File: src/rtl/mem_pkg.sv
// Shared definitions for the load/store memory stage: op field layout, access sizes,
// FSM states and the store lane-replication / alignment helpers.
package mem_pkg;

  localparam int unsigned OP_W        = 4;
  localparam int unsigned DEST_W      = 5;
  localparam int unsigned SIZE_W      = 2;
  localparam int unsigned ADDR32_W    = 32;
  localparam int unsigned OFFSET_W    = 16;
  localparam int unsigned OP_STORE    = 3;
  localparam int unsigned OP_UNSIGNED = 2;

  localparam logic [SIZE_W-1:0] SZ_BYTE    = 2'b00;
  localparam logic [SIZE_W-1:0] SZ_HALF    = 2'b01;
  localparam logic [SIZE_W-1:0] SZ_WORD    = 2'b10;
  localparam logic [SIZE_W-1:0] SZ_ILLEGAL = 2'b11;

  typedef enum logic [1:0] {
    IDLE = 2'd0,
    READ = 2'd1,
    RESP = 2'd2
  } mem_state_e;

  // Copy the right-aligned store data into every lane the access size covers.
  function automatic logic [31:0] replicate_store(input logic [31:0] wdata,
                                                  input logic [SIZE_W-1:0] size);
    logic [31:0] r;
    unique case (size)
      SZ_BYTE: r = {4{wdata[7:0]}};
      SZ_HALF: r = {2{wdata[15:0]}};
      default: r = wdata;
    endcase
    return r;
  endfunction

  // Low address bits that must be zero for a naturally aligned access.
  function automatic logic [1:0] align_mask(input logic [SIZE_W-1:0] size);
    logic [1:0] m;
    unique case (size)
      SZ_HALF: m = 2'b01;
      SZ_WORD: m = 2'b11;
      default: m = 2'b00;
    endcase
    return m;
  endfunction

endpackage

File: src/rtl/mem_stage.sv
// Load/store memory stage in front of dataRAM_r0: stores complete in one cycle, loads
// return through a registered response. MEM_STAGE_ALIGN_CHECK_EN traps misaligned accesses.
module mem_stage
  import mem_pkg::*;
#(
  parameter int unsigned BIT_WIDTH  = 32,
  parameter int unsigned ADDR_WIDTH = 8
) (
  input  logic                  clk,
  input  logic                  rst_n,
  input  logic                  in_valid,
  output logic                  in_ready,
  input  logic [OP_W-1:0]       in_op,
  input  logic [ADDR32_W-1:0]   in_base,
  input  logic [OFFSET_W-1:0]   in_offset,
  input  logic [BIT_WIDTH-1:0]  in_wdata,
  input  logic [DEST_W-1:0]     in_dest,
  output logic [ADDR_WIDTH-1:0] ram_addr,
  output logic [BIT_WIDTH-1:0]  ram_data,
  output logic                  ram_wren,
  output logic                  ram_isSigned,
  output logic [SIZE_W-1:0]     ram_dataSize,
  input  logic [BIT_WIDTH-1:0]  ram_q,
  output logic                  out_valid,
  input  logic                  out_ready,
  output logic [BIT_WIDTH-1:0]  out_data,
  output logic [DEST_W-1:0]     out_dest,
  output logic                  exc_valid,
  output logic [ADDR32_W-1:0]   exc_addr
);

  mem_state_e state_q, state_d;

  logic [ADDR32_W-1:0]   ea_c;
  logic [ADDR_WIDTH-1:0] addr_raw_c;
  logic [ADDR_WIDTH-1:0] addr_aligned_c;
  logic [SIZE_W-1:0]     size_c;
  logic                  accept_c;
  logic                  fault_c;

  logic [ADDR_WIDTH-1:0] req_addr_q;
  logic [SIZE_W-1:0]     req_size_q;
  logic                  req_unsigned_q;
  logic [DEST_W-1:0]     req_dest_q;

  logic [BIT_WIDTH-1:0]  out_data_q;
  logic [DEST_W-1:0]     out_dest_q;
  logic                  exc_valid_q;
  logic [ADDR32_W-1:0]   exc_addr_q;

  assign size_c     = in_op[SIZE_W-1:0];
  assign ea_c       = in_base + {{(ADDR32_W-OFFSET_W){in_offset[OFFSET_W-1]}}, in_offset};
  assign addr_raw_c = ADDR_WIDTH'(ea_c);
  assign in_ready   = (state_q == IDLE);
  assign accept_c   = in_valid && in_ready;

`ifdef MEM_STAGE_ALIGN_CHECK_EN
  assign addr_aligned_c = addr_raw_c;
  assign fault_c        = (size_c == SZ_ILLEGAL) || ((addr_raw_c[1:0] & align_mask(size_c)) != 2'b00);
`else
  // Misaligned accesses are silently rounded down to the natural boundary.
  assign addr_aligned_c = addr_raw_c & ~ADDR_WIDTH'(align_mask(size_c));
  assign fault_c        = (size_c == SZ_ILLEGAL);
`endif

  always_ff @(posedge clk or negedge rst_n) begin
    if (!rst_n) state_q <= IDLE;
    else        state_q <= state_d;
  end

  // Next state plus RAM controls: live request in IDLE, latched load otherwise.
  always_comb begin
    state_d      = state_q;
    ram_addr     = '0;
    ram_data     = '0;
    ram_wren     = 1'b0;
    ram_isSigned = 1'b0;
    ram_dataSize = SZ_BYTE;
    unique case (state_q)
      IDLE: begin
        ram_addr     = addr_aligned_c;
        ram_data     = BIT_WIDTH'(replicate_store(32'(in_wdata), size_c));
        ram_isSigned = ~in_op[OP_UNSIGNED];
        ram_dataSize = size_c;
        if (accept_c && !fault_c) begin
          if (in_op[OP_STORE]) ram_wren = rst_n;
          else                 state_d  = READ;
        end
      end
      READ: begin
        ram_addr     = req_addr_q;
        ram_isSigned = ~req_unsigned_q;
        ram_dataSize = req_size_q;
        state_d      = RESP;
      end
      RESP: begin
        ram_addr     = req_addr_q;
        ram_isSigned = ~req_unsigned_q;
        ram_dataSize = req_size_q;
        if (out_ready) state_d = IDLE;
      end
      default: state_d = IDLE;
    endcase
  end

  always_ff @(posedge clk or negedge rst_n) begin
    if (!rst_n) begin
      req_addr_q     <= '0;
      req_size_q     <= '0;
      req_unsigned_q <= 1'b0;
      req_dest_q     <= '0;
      out_data_q     <= '0;
      out_dest_q     <= '0;
      exc_valid_q    <= 1'b0;
      exc_addr_q     <= '0;
    end else begin
      exc_valid_q <= accept_c && fault_c;
      if (accept_c && fault_c) exc_addr_q <= ea_c;
      if (accept_c && !fault_c && !in_op[OP_STORE]) begin
        req_addr_q     <= addr_aligned_c;
        req_size_q     <= size_c;
        req_unsigned_q <= in_op[OP_UNSIGNED];
        req_dest_q     <= in_dest;
      end
      if (state_q == READ) begin
        out_data_q <= ram_q;
        out_dest_q <= req_dest_q;
      end
    end
  end

  assign out_valid = (state_q == RESP);
  assign out_data  = out_data_q;
  assign out_dest  = out_dest_q;
  assign exc_valid = exc_valid_q;
  assign exc_addr  = exc_addr_q;

endmodule

File: config.mk
export PLATFORM = sky130hd
export DESIGN_NAME = mem_stage
export DESIGN_NICKNAME = d
export VERILOG_FILES = /design/src/rtl/mem_pkg.sv /design/src/rtl/mem_stage.sv
export SDC_FILE = /design/constraint.sdc
export NUM_CORES = 1
export LEC_CHECK = 0
export ABC_AREA = 1
export ABC_CLOCK_PERIOD_IN_PS = 1700
export CAP_MARGIN = 10
export CORE_ASPECT_RATIO = 2
export CORE_UTILIZATION = 41
export DETAILED_ROUTE_END_ITERATION = 10
export PLACE_DENSITY = 0.78
export SLEW_MARGIN = 20
export SYNTH_ARGS = -nofsm -noshare
export SYNTH_HDL_FRONTEND = slang
export SYNTH_SLANG_ARGS = --single-unit
File: constraint.sdc
create_clock -name clk -period 1.7 [get_ports clk]
set_clock_uncertainty 0.15 [all_clocks]
set_input_delay 0.17 -clock clk [delete_from_list [all_inputs] [get_ports clk]]
set_output_delay 0.17 -clock clk [all_outputs]
set_load 0.005 [all_outputs]
==> flow_summary.json <==
{
  "yosysSeqAreaShare": 0.3476,
  "grtUsageTotal": 0.3207,
  "clock.fmax_mhz": 487.9,
  "power.share.switching": 0.3624,
  "synth_edf_count": 0,
  "path_clk_slew_ns": 0.07,
  "hold_violations": 0,
  "drive_gt1_frac": 0.3359,
  "holdPathStages": 5,
  "drt-initial-drc-count": 360,
  "clk_latency_ns": 0.35,
  "die_h_um": 177.8,
  "coreArea_sq_um": 15210,
  "min_delay_worst_endpoint": "exc_addr[0]$_DFFE_PN0P_",
  "required_ns": 1.38,
  "h-tree-depth": 3,
  "async_flop_share": 1.000,
  "min-delay-start": "in_offset[0]",
  "area_growth_pct": 81.08,
  "cts_tree": "done",
  "min_period_ns": 2.050,
  "hp-class": "input port to flip-flop",
  "critPathCaptureType": "output port",
  "met1_usage": 0.2762,
  "setup_ws_ns": -0.3497,
  "r2r-end": "exc_addr[18]$_DFFE_PN0P_",
  "power_density_nw_per_um2": 1325,
  "antenna_found_initial": 0,
  "r2r_cells": 10,
  "drv_slew": 0,
  "busiest_layer": "met2",
  "synth_nets": 1082,
  "fin_crit_sh": 1.206,
  "synth_cell_types": 31,
  "drt_first_pass_iters": 8,
  "rsz0062_at_grt": "true",
  "yosys_register_bits": 88,
  "grt_pass1_wl_um": 39550,
  "die_area_sq_um": 15980,
  "io_pins": 241,
  "setup_violations": 95,
  "switchingPower_uw": 5508,
  "hpwl_um": 17020,
  "fin_util": 0.7541,
  "syn_area_sq_um": 6336,
  "final_cell_mix": "nand2_1 (295), clkdlybuf4s50_1 (176), buf_4 (123), inv_1 (122), dfrtp_1 (88)",
  "path_max_fanout": 6,
  "ir_drop_mv": 0.6152,
  "cts_buffer_depth": 2,
  "grt_remaining_overflow": 0,
  "grtUsageMet3": 0.06298,
  "num_vias": 7841,
  "path_class": "flip-flop to output port",
  "p_leak_uw": 0.005848,
  "root_buffer": "clkbuf_16",
  "dpl.cell_count": 1448,
  "rrSetupSlack_ns": -0.27,
  "cts_buffers": 9,
  "antennaDiodeCount": 0,
  "crit_arrival_ns": 1.73,
  "comb_power_share": 0.611,
  "syn_avg_cell_area_sq_um": 6.917,
  "totalWireLength_um": 26770,
  "cts.sinks": 88,
  "status": "finished with violations",
  "worst_pin_slew_ns": 0.4873,
  "synthFlopType": "dfrtp_1",
  "maxSlewHeadroom": 0.6751,
  "grt_max_degree": 89,
  "nFillCells": 1029,
  "timing.rr.start": "state_q[0]$_DFFE_PN0P_",
  "synth_cells": 916,
  "grt_pass1_vias": 8023,
  "internal_power_uw": 9689,
  "clock_power_share": 0.141,
  "pre_cts_slack_ns": -1.130,
  "worstSetupStartpointType": "flip-flop",
  "start_util": 0.4164,
  "use_met2": 0.6279,
  "nNetsFinal": 1480,
  "final_cells": 1517,
  "drv.max_cap_violation_count": 0,
  "die_x_um": 89.90,
  "viasPerCell": 5.169,
  "yosys_warnings": 0,
  "route.detailed.drc": 2,
  "seqPwrFrac": 0.249,
  "violations": "design-rule violations, negative setup slack",
  "detail_route.wl_per_cell_um": 17.65,
  "final_common_cell": "nand2_1",
  "rows": 64,
  "gp_congestion": 0.9729,
  "port_buffers": 240,
  "drtAntennaViolNets": 0
}
-- cells in the mapped netlist (2+ instances only) --
master | number | area, sq um
nand2_2 | 3 | 18.77
clkbuf_1 | 10 | 37.54
nor2_1 | 89 | 334.1
a21oi_1 | 31 | 155.2
a22o_1 | 8 | 70.07
mux2_2 | 37 | 416.7
inv_1 | 136 | 510.5
buf_2 | 10 | 50.05
nand3_1 | 45 | 225.2
nor3_2 | 2 | 20.02
nand4_1 | 3 | 18.77
nor3_1 | 4 | 20.02
inv_2 | 4 | 15.01
nand3b_1 | 6 | 45.04
nor2_2 | 2 | 12.51
buf_4 | 3 | 22.52
o21ai_0 | 25 | 125.1
dfrtp_1 | 88 | 2202
o21ai_1 | 13 | 65.06
xor2_1 | 3 | 26.28
or2_1 | 2 | 12.51
nand2_1 | 331 | 1242
o21bai_1 | 3 | 22.52
xnor2_1 | 12 | 105.1
ha_1 | 40 | 500.5
-- per-layer routing --
metal | routed length (um) | vias to the layer above
li1 | - | 3650
met1 | 8363 | 3667
met2 | 14760 | 374
met3 | 1496 | 150
met4 | 2151 | 0
met5 | 0 | -
-- critical path: stages, from the launching register on --
cell	delay [ns]
dfrtp_1	0.39
inv_2	0.08
ha_4	0.20
buf_12	0.12
buf_16	0.11
o21ai_1	0.08
nor2_2	0.22
buf_2	0.16
-- flip-flops by register name, indices dropped and copies added, names as in the netlist --
register and flops:
exc_addr 32, exc_valid 1, out_data 32, out_dest 5
req_addr_q 8, req_dest_q 5, req_size_q 2, req_unsigned_q 1
state_q 2
-- stage by stage --
step	hold WS, ns	cell area [sq um]	setup TNS [ns]	total power, uW
2_1_floorplan	-0.2756	6364	0	6557
3_3_place_gp	0.1697	9867	-52.77	10810
3_5_place_dp	0.1753	9867	-54.30	10970
4_1_cts	0.08334	11150	-19.83	14510
5_1_grt	0.1376	11470	-26.84	15980
6_report	0.1358	11470	-19.74	15200
-- how the worst max path moves through the flow --
stage | from | end | depth (start not counted)
final | state_q[0]$_DFFE_PN0P_ | ram_data[21] | 7
after global routing | state_q[0]$_DFFE_PN0P_ | ram_data[21] | 7
after CTS | state_q[1]$_DFFE_PN0P_ | ram_addr[6] | 8
after detailed placement | in_base[0] | ram_addr[6] | 11
after global placement | in_base[0] | ram_addr[6] | 11
after floorplan | state_q[0]$_DFFE_PN0P_ | state_q[1]$_DFFE_PN0P_ | 10
-- layout make-up --
| class | instances | area, sq um | area share |
|---|---|---|---|
| Tap cell | 198 | 247.7 | 0.02159 |
| Inverter | 140 | 530.5 | 0.04624 |
| Clock buffer | 10 | 239.0 | 0.02083 |
| Sequential cell | 88 | 2202 | 0.1919 |
| Clock inverter | 6 | 76.32 | 0.006652 |
| Multi-Input combinational cell | 665 | 4297 | 0.3745 |
| Timing Repair Buffer | 410 | 3881 | 0.3383 |
-- what timing repair did --
item,CTS,global route
resized for setup,381,84
hold endpoints to repair,88,0
hold buffers,1,0
setup endpoints to repair,117,134
cloned,11,1
buffers inserted,37,9
pin swaps,61,37
-- power groups by stage --
| stage | logic (uW) | clock network, uW | registers (uW) |
|---|---|---|---|
| final | 9280 | 2140 | 3780 |
| after global routing | 9850 | 2250 | 3880 |
| after CTS | 8630 | 2160 | 3720 |
| after detailed placement | 7240 | 0 | 3730 |
| after global placement | 7140 | 0 | 3670 |
| after floorplan | 2830 | 0 | 3730 |
-- kinds of logic (layout without fill, tap and decap cells) --
logic type                 after synthesis  after routing  synth area share
buffers and inverters                  163            566            0.1003
and+or+nand+nor                        489            489            0.3102
DFF                                     88             88            0.3476
muxes                                   37             37           0.06576
AOI/OAI and AO/OA                       83             83           0.07326
adders and majority gates               41             41           0.08215
xor gates and xnor gates                15             15           0.02074
Power figures use the tool's default switching activity.
